**config.mk**
```make
export PLATFORM = sky130hd
export DESIGN_NAME = pong_game_sequencer
export DESIGN_NICKNAME = d
export VERILOG_FILES = /design/src/rtl/pong_pkg.sv /design/src/rtl/pong_frame_timer.sv /design/src/rtl/pong_game_sequencer.sv
export SDC_FILE = /design/constraint.sdc
export NUM_CORES = 1
export LEC_CHECK = 0
export BUFFER_PORTS_ARGS = -buffer_cell sky130_fd_sc_hd__clkbuf_2
export CORE_UTILIZATION = 49
export CTS_CLUSTER_DIAMETER = 40
export CTS_CLUSTER_SIZE = 40
export DETAILED_ROUTE_END_ITERATION = 8
export PLACE_DENSITY = 0.76
export SYNTH_ARGS = -nofsm -noshare
export SYNTH_HDL_FRONTEND = slang
export SYNTH_SLANG_ARGS = --single-unit
```
**constraint.sdc**
```tcl
create_clock -name clock -period 1.97 [get_ports clock]
set_input_delay 0.2955 -clock clock [delete_from_list [all_inputs] [get_ports clock]]
set_output_delay 0.2955 -clock clock [all_outputs]
set_load 0.01 [all_outputs]
```
**src/rtl/pong_pkg.sv**
```systemverilog
// Shared constants for the Pong match logic: screen size, field widths,
// state encodings and a saturating score increment.
package pong_pkg;

    localparam int SCREEN_X = 640;
    localparam int SCREEN_Y = 480;
    localparam int SCORE_W  = 4;
    localparam int FRAME_W  = 8;

    typedef enum logic [2:0] {
        ST_IDLE  = 3'd0,
        ST_SERVE = 3'd1,
        ST_PLAY  = 3'd2,
        ST_PAUSE = 3'd3,
        ST_POINT = 3'd4,
        ST_OVER  = 3'd5
    } pong_state_e;

    function automatic logic [SCORE_W-1:0] sat_inc(input logic [SCORE_W-1:0] s,
                                                   input logic [SCORE_W-1:0] max);
        return (s >= max) ? s : s + SCORE_W'(1);
    endfunction

endpackage

```
**src/rtl/pong_frame_timer.sv**
```systemverilog
// Loadable frame down-counter. done pulses for one cycle on the tick that
// brings the count to zero; a load on the same edge as a tick wins.
module pong_frame_timer
    import pong_pkg::*;
(
    input  logic               clock,
    input  logic               reset,
    input  logic               load,
    input  logic [FRAME_W-1:0] load_val,
    input  logic               tick,
    output logic               done
);

    logic [FRAME_W-1:0] count;

    always_ff @(posedge clock) begin
        if (reset) begin
            count <= '0;
            done  <= 1'b0;
        end else if (load) begin
            count <= load_val;
            done  <= 1'b0;
        end else begin
            done <= tick && (count == FRAME_W'(1));
            if (tick && (count != '0))
                count <= count - FRAME_W'(1);
        end
    end

endmodule

```
**src/rtl/pong_game_sequencer.sv**
```systemverilog
// Pong match controller: sequences serve/play/point/pause/over, detects goals,
// keeps scores and gates the paddle/ball modules.
module pong_game_sequencer #(
    parameter int SCREEN_X     = 640,
    parameter int LEFT_GOAL    = 2,
    parameter int RIGHT_GOAL   = 638,
    parameter int WIN_SCORE    = 9,
    parameter int SERVE_FRAMES = 60,
    parameter int POINT_FRAMES = 30
) (
    input  logic                        clock,
    input  logic                        reset,
    input  logic                        frame_tick,
    input  logic                        start,
    input  logic                        pause,
    input  logic [9:0]                  ball_x,
    input  logic [7:0]                  ball_size_x,
    output logic                        objects_rst_n,
    output logic                        play_en,
    output logic                        serve_dir,
    output logic [pong_pkg::SCORE_W-1:0] score_left,
    output logic [pong_pkg::SCORE_W-1:0] score_right,
    output logic                        game_over,
    output logic                        winner,
    output logic [2:0]                  state
);
    import pong_pkg::*;

    // A right goal line beyond the screen could never be reached; clamp it.
    localparam int GOAL_R = (RIGHT_GOAL < SCREEN_X) ? RIGHT_GOAL : SCREEN_X;
    localparam logic [SCORE_W-1:0] WIN = SCORE_W'(WIN_SCORE);

    logic               start_q, pause_q, start_rise, pause_rise;
    logic               goal_left, goal_right;
    logic               done, load, clear, hit_left, hit_right, timer_tick;
    logic [FRAME_W-1:0] load_val;
    logic [2:0]         nxt;
    logic [10:0]        sum;

    assign sum        = {1'b0, ball_x} + {3'b000, ball_size_x};
    assign timer_tick = frame_tick && ((state == ST_SERVE) || (state == ST_POINT));

    pong_frame_timer u_timer (
        .clock    (clock),
        .reset    (reset),
        .load     (load),
        .load_val (load_val),
        .tick     (timer_tick),
        .done     (done)
    );

    // Edge pulses and goal flags are registered, so every decision below acts
    // one edge after the input was sampled.
    always_comb begin
        nxt       = state;
        load      = 1'b0;
        load_val  = FRAME_W'(SERVE_FRAMES);
        clear     = 1'b0;
        hit_left  = 1'b0;
        hit_right = 1'b0;
        case (state)
            ST_IDLE: begin
                if (start_rise) begin
                    nxt   = ST_SERVE;
                    load  = 1'b1;
                    clear = 1'b1;
                end
            end
            ST_SERVE: begin
                if (done)
                    nxt = ST_PLAY;
            end
            ST_PLAY: begin
                if (goal_left) begin
                    hit_left = 1'b1;
                    nxt      = ST_POINT;
                    load     = 1'b1;
                    load_val = FRAME_W'(POINT_FRAMES);
                end else if (goal_right) begin
                    hit_right = 1'b1;
                    nxt       = ST_POINT;
                    load      = 1'b1;
                    load_val  = FRAME_W'(POINT_FRAMES);
                end else if (pause_rise) begin
                    nxt = ST_PAUSE;
                end
            end
            ST_PAUSE: begin
                // Abort takes precedence over resume if both buttons rise together.
                if (start_rise)
                    nxt = ST_IDLE;
                else if (pause_rise)
                    nxt = ST_PLAY;
            end
            ST_POINT: begin
                if (done) begin
                    if ((score_left == WIN) || (score_right == WIN)) begin
                        nxt = ST_OVER;
                    end else begin
                        nxt  = ST_SERVE;
                        load = 1'b1;
                    end
                end
            end
            ST_OVER: begin
                if (start_rise) begin
                    nxt   = ST_SERVE;
                    load  = 1'b1;
                    clear = 1'b1;
                end
            end
            default: nxt = ST_IDLE;
        endcase
    end

    always_ff @(posedge clock) begin
        if (reset) begin
            state         <= ST_IDLE;
            objects_rst_n <= 1'b0;
            play_en       <= 1'b0;
            serve_dir     <= 1'b0;
            score_left    <= '0;
            score_right   <= '0;
            game_over     <= 1'b0;
            winner        <= 1'b0;
            start_q       <= 1'b1;
            pause_q       <= 1'b1;
            start_rise    <= 1'b0;
            pause_rise    <= 1'b0;
            goal_left     <= 1'b0;
            goal_right    <= 1'b0;
        end else begin
            start_q    <= start;
            pause_q    <= pause;
            start_rise <= start && !start_q;
            pause_rise <= pause && !pause_q;
            goal_left  <= (ball_x <= 10'(LEFT_GOAL));
            goal_right <= (sum >= 11'(GOAL_R));

            state         <= nxt;
            objects_rst_n <= (nxt == ST_SERVE) || (nxt == ST_PLAY) || (nxt == ST_PAUSE);
            play_en       <= (nxt == ST_PLAY);
            game_over     <= (nxt == ST_OVER);

            if (clear) begin
                score_left  <= '0;
                score_right <= '0;
            end else if (hit_left) begin
                score_right <= sat_inc(score_right, WIN);
                serve_dir   <= 1'b0;
            end else if (hit_right) begin
                score_left <= sat_inc(score_left, WIN);
                serve_dir  <= 1'b1;
            end

            if ((state == ST_POINT) && (nxt == ST_OVER))
                winner <= (score_right == WIN);
        end
    end

endmodule

```
==> results.tsv <==
stage	metric	value	unit
setup_path	critPathArrivalTime	2.08	ns
timing	rsz0062_at_grt	yes	
global_route	track_usage	21.13	%
logic_synthesis	synthArstFlopShare	0	%
setup_path	path_class	primary input to register	
floorplan	rows	22	
cts	cts_tree	built	
detailed_routing	drt_iter0_drc	95	
final_layout	fillCellCount	311	
setup_path	crit_buf_inv	2	
logic_synthesis	synth_top_area_cell	dfxtp_1	
cts	clock-sinks	31	
timing	setup_tns	0	ns
final_layout	layout-drive-gt1-share	30.47	%
logic_synthesis	synth_ff_type	dfxtp_1	
cts	holdBufCountCts	0	
setup_path	worstPathRequired	2.15	ns
timing	max_freq	525.1	MHz
pwr	powerDensity	646.3	nW/µm²
logic_synthesis	synth_area_per_cell	8.474	µm²
detailed_routing	wl_per_cell	11.87	µm
detailed_routing	wirelength	3880	µm
cts	cts_setup_buffers	0	
floorplan	core_area	3661	µm²
global_route	grt_first_pass_wirelength	6637	µm
global_route	grt_pass1_vias	1610	
logic_synthesis	synth_nets	261	
run	maxCapViolCount	0	
timing	clock_skew	0.007815	ns
setup_path	max_stage_delay	0.54	ns
placement	port_buffers	38	
detailed_routing	ant_nets	0	
timing	timing.final.crit_share	96.67	%
floorplan	die_w	63.68	µm
final_layout	final_util	64.80	%
worst_hold_path	hold_path_class	primary input to register	
cts	cts_made_buffers	5	
setup_path	crit_fanout	2	
detailed_routing	vias	1766	
timing	fin_crit	1.904	ns
placement	gp_congestion	0.8391	
floorplan	initial_core_util	50.92	%
logic_synthesis	seq_area_frac_synth	33.29	%
floorplan	die-area	4055	µm²
final_layout	register_area	621.8	µm²
setup_path	cp_top_family	simple AND/OR/NAND/NOR gates	
cts	clk_pin_slew	0.06	ns
logic_synthesis	synth_cell_types	51	
global_route	grt_max_degree	19	
detailed_routing	drt_pass1_iterations	4	
timing	hold_viol	0	
timing	finalSetupViolCount	0	
global_route	grt_overflow	0	
final_layout	final_nets	319	
detailed_routing	drt-vias-per-instance	5.401	
timing	relSlewSlack	75.06	%
global_route	antenna_found_initial	0	
floorplan	die_h	63.68	µm
placement	dp_hpwl	3020	µm
timing	worst_slew_pin_slew	0.3740	ns
final_layout	area_growth	27.25	%
timing	finalMaxSlewViolations	0	
logic_synthesis	syn_area	1864	µm²
setup_path	path_cells	clkbuf_2 -> ha_2 -> inv_1 -> fa_2 -> or4_1 -> nor3_2 -> nor4_2 -> a2111oi_2	
cts	cts_buffer_depth	2	
logic_synthesis	ys_ff_latch	31	
detailed_routing	drc	0	
final_layout	num_antenna_cells	0	
setup_path	cp-end-kind	register	
cts	cts.htree.levels	2	
logic_synthesis	synth_edf_count	0	
logic_synthesis	ys_warn_count	0	
pwr	p_leak	1.040	nW
floorplan	ioPinCount	39	
pwr	ir_drop	267.6	µV
logic_synthesis	synth_top_area_share	33.29	%
logic_synthesis	netlist_top_cells_area	dfxtp_1 33%, ha_1 11%, nor2_1 5.6%, nand2_1 4.4%, xor2_1 3.3%	
cts	root_buffer	clkbuf_8	
setup_path	critPathLaunchType	primary input	
timing	holdWs	0.2075	ns
final_layout	multi_input_area	1187	µm²
status	status	complete, no violations	
cts	insertion_delay	0.29	ns
setup_path	slowest_stage	or4_1	
logic_synthesis	syn_inst	220	
[state kept, by name (all words and copies together) (netlist names)]
name,cells
game_over,1
goal_left,1
goal_right,1
objects_rst_n,1
pause_q,1
pause_rise,1
play_en,1
score_left,4
score_right,4
serve_dir,1
start_q,1
start_rise,1
state,3
u_timer.count,8
u_timer.done,1
winner,1
[power breakdown]
part,switching [mW],internal [mW]
clock network,0.232,0.409
logic,0.117,0.123
registers,0.0124,0.640
[cell families (layout without fill, tap and decap cells)]
logic type	Yosys count	count (layout)	share of synthesized area [%]
AOI/OAI and AO/OA	48	48	18.12
DFF	31	31	33.29
and+or+nand+nor	86	86	23.22
xor gates and xnor gates	12	12	5.638
buffers and inverters	20	79	4.496
muxes	4	4	2.215
adders and majority gates	19	19	13.02
[cells in the mapped netlist (all sizes together), types with 4 or more instances]
| cell type | instances |
|---|---|
| dfxtp | 31 |
| nor2 | 28 |
| nand2 | 22 |
| ha | 17 |
| inv | 14 |
| a21oi | 13 |
| o21ai | 8 |
| xor2 | 7 |
| a211oi | 5 |
| nand2b | 5 |
| nor4 | 5 |
| xnor2 | 5 |
| clkbuf | 4 |
| nand3 | 4 |
| nor3 | 4 |
| nor3b | 4 |
[metrics by stage]
stage                     instances  cell area [µm²]  power [mW]  setup WS [ns]
final                           327             2372       1.533        0.06561
after global routing            327             2372       1.615      -0.008554
after CTS                       327             2355       1.545       0.009922
after detailed placement        319             2237      0.9001        -0.2708
after floorplan                 220             1876      0.8117       -0.02156
after global placement          319             2237      0.8966        -0.2169
[repair_timing]
action,CTS,global route
hold endpoints to repair,0,0
setup endpoints to repair,0,2
resized for setup,0,5
[placed cells by master, fill, tap and decap left out, drive strengths merged, types with 3 or more instances in the layout]
cell type / synthesis / final
nor2: 28 / 28
a31oi: 3 / 3
a21oi: 13 / 13
nor3: 4 / 4
clkbuf: 4 / 44
ha: 17 / 17
or3: 3 / 3
a211oi: 5 / 5
inv: 14 / 14
mux2i: 3 / 3
a21o: 3 / 3
nand2b: 5 / 5
xor2: 7 / 7
buf: 2 / 19
o21ai: 8 / 8
nand3: 4 / 4
nand2: 22 / 22
xnor2: 5 / 5
nor4: 5 / 5
nor3b: 4 / 4
dfxtp: 31 / 31
[final timing paths]
check,from,end,slack (ns),cells after the start
max,ball_x[0],goal_right,0.07,8
min,pause,pause_q,0.21,2
max reg2reg,score_right[1],score_right[2],0.18,7
min reg2reg,pause_q,pause_rise,0.39,1
[layout make-up]
cell class	count	area share [%]
timing repair buffer	57	14.03
clock inverter	2	1.477
sequential	31	26.21
tap	48	2.532
clock buffer	6	3.481
inverter	14	2.215
multi-input combinational	169	50.05
[metal layers]
metal	up-vias	routed length, µm	GRT usage (%)
met2	58	1883	34.57
met4	0	75	9.375
met1	806	1710	25.33
met5	-	0	0
met3	9	209	6.159
li1	893	-	-
Power figures use the tool's default switching activity.
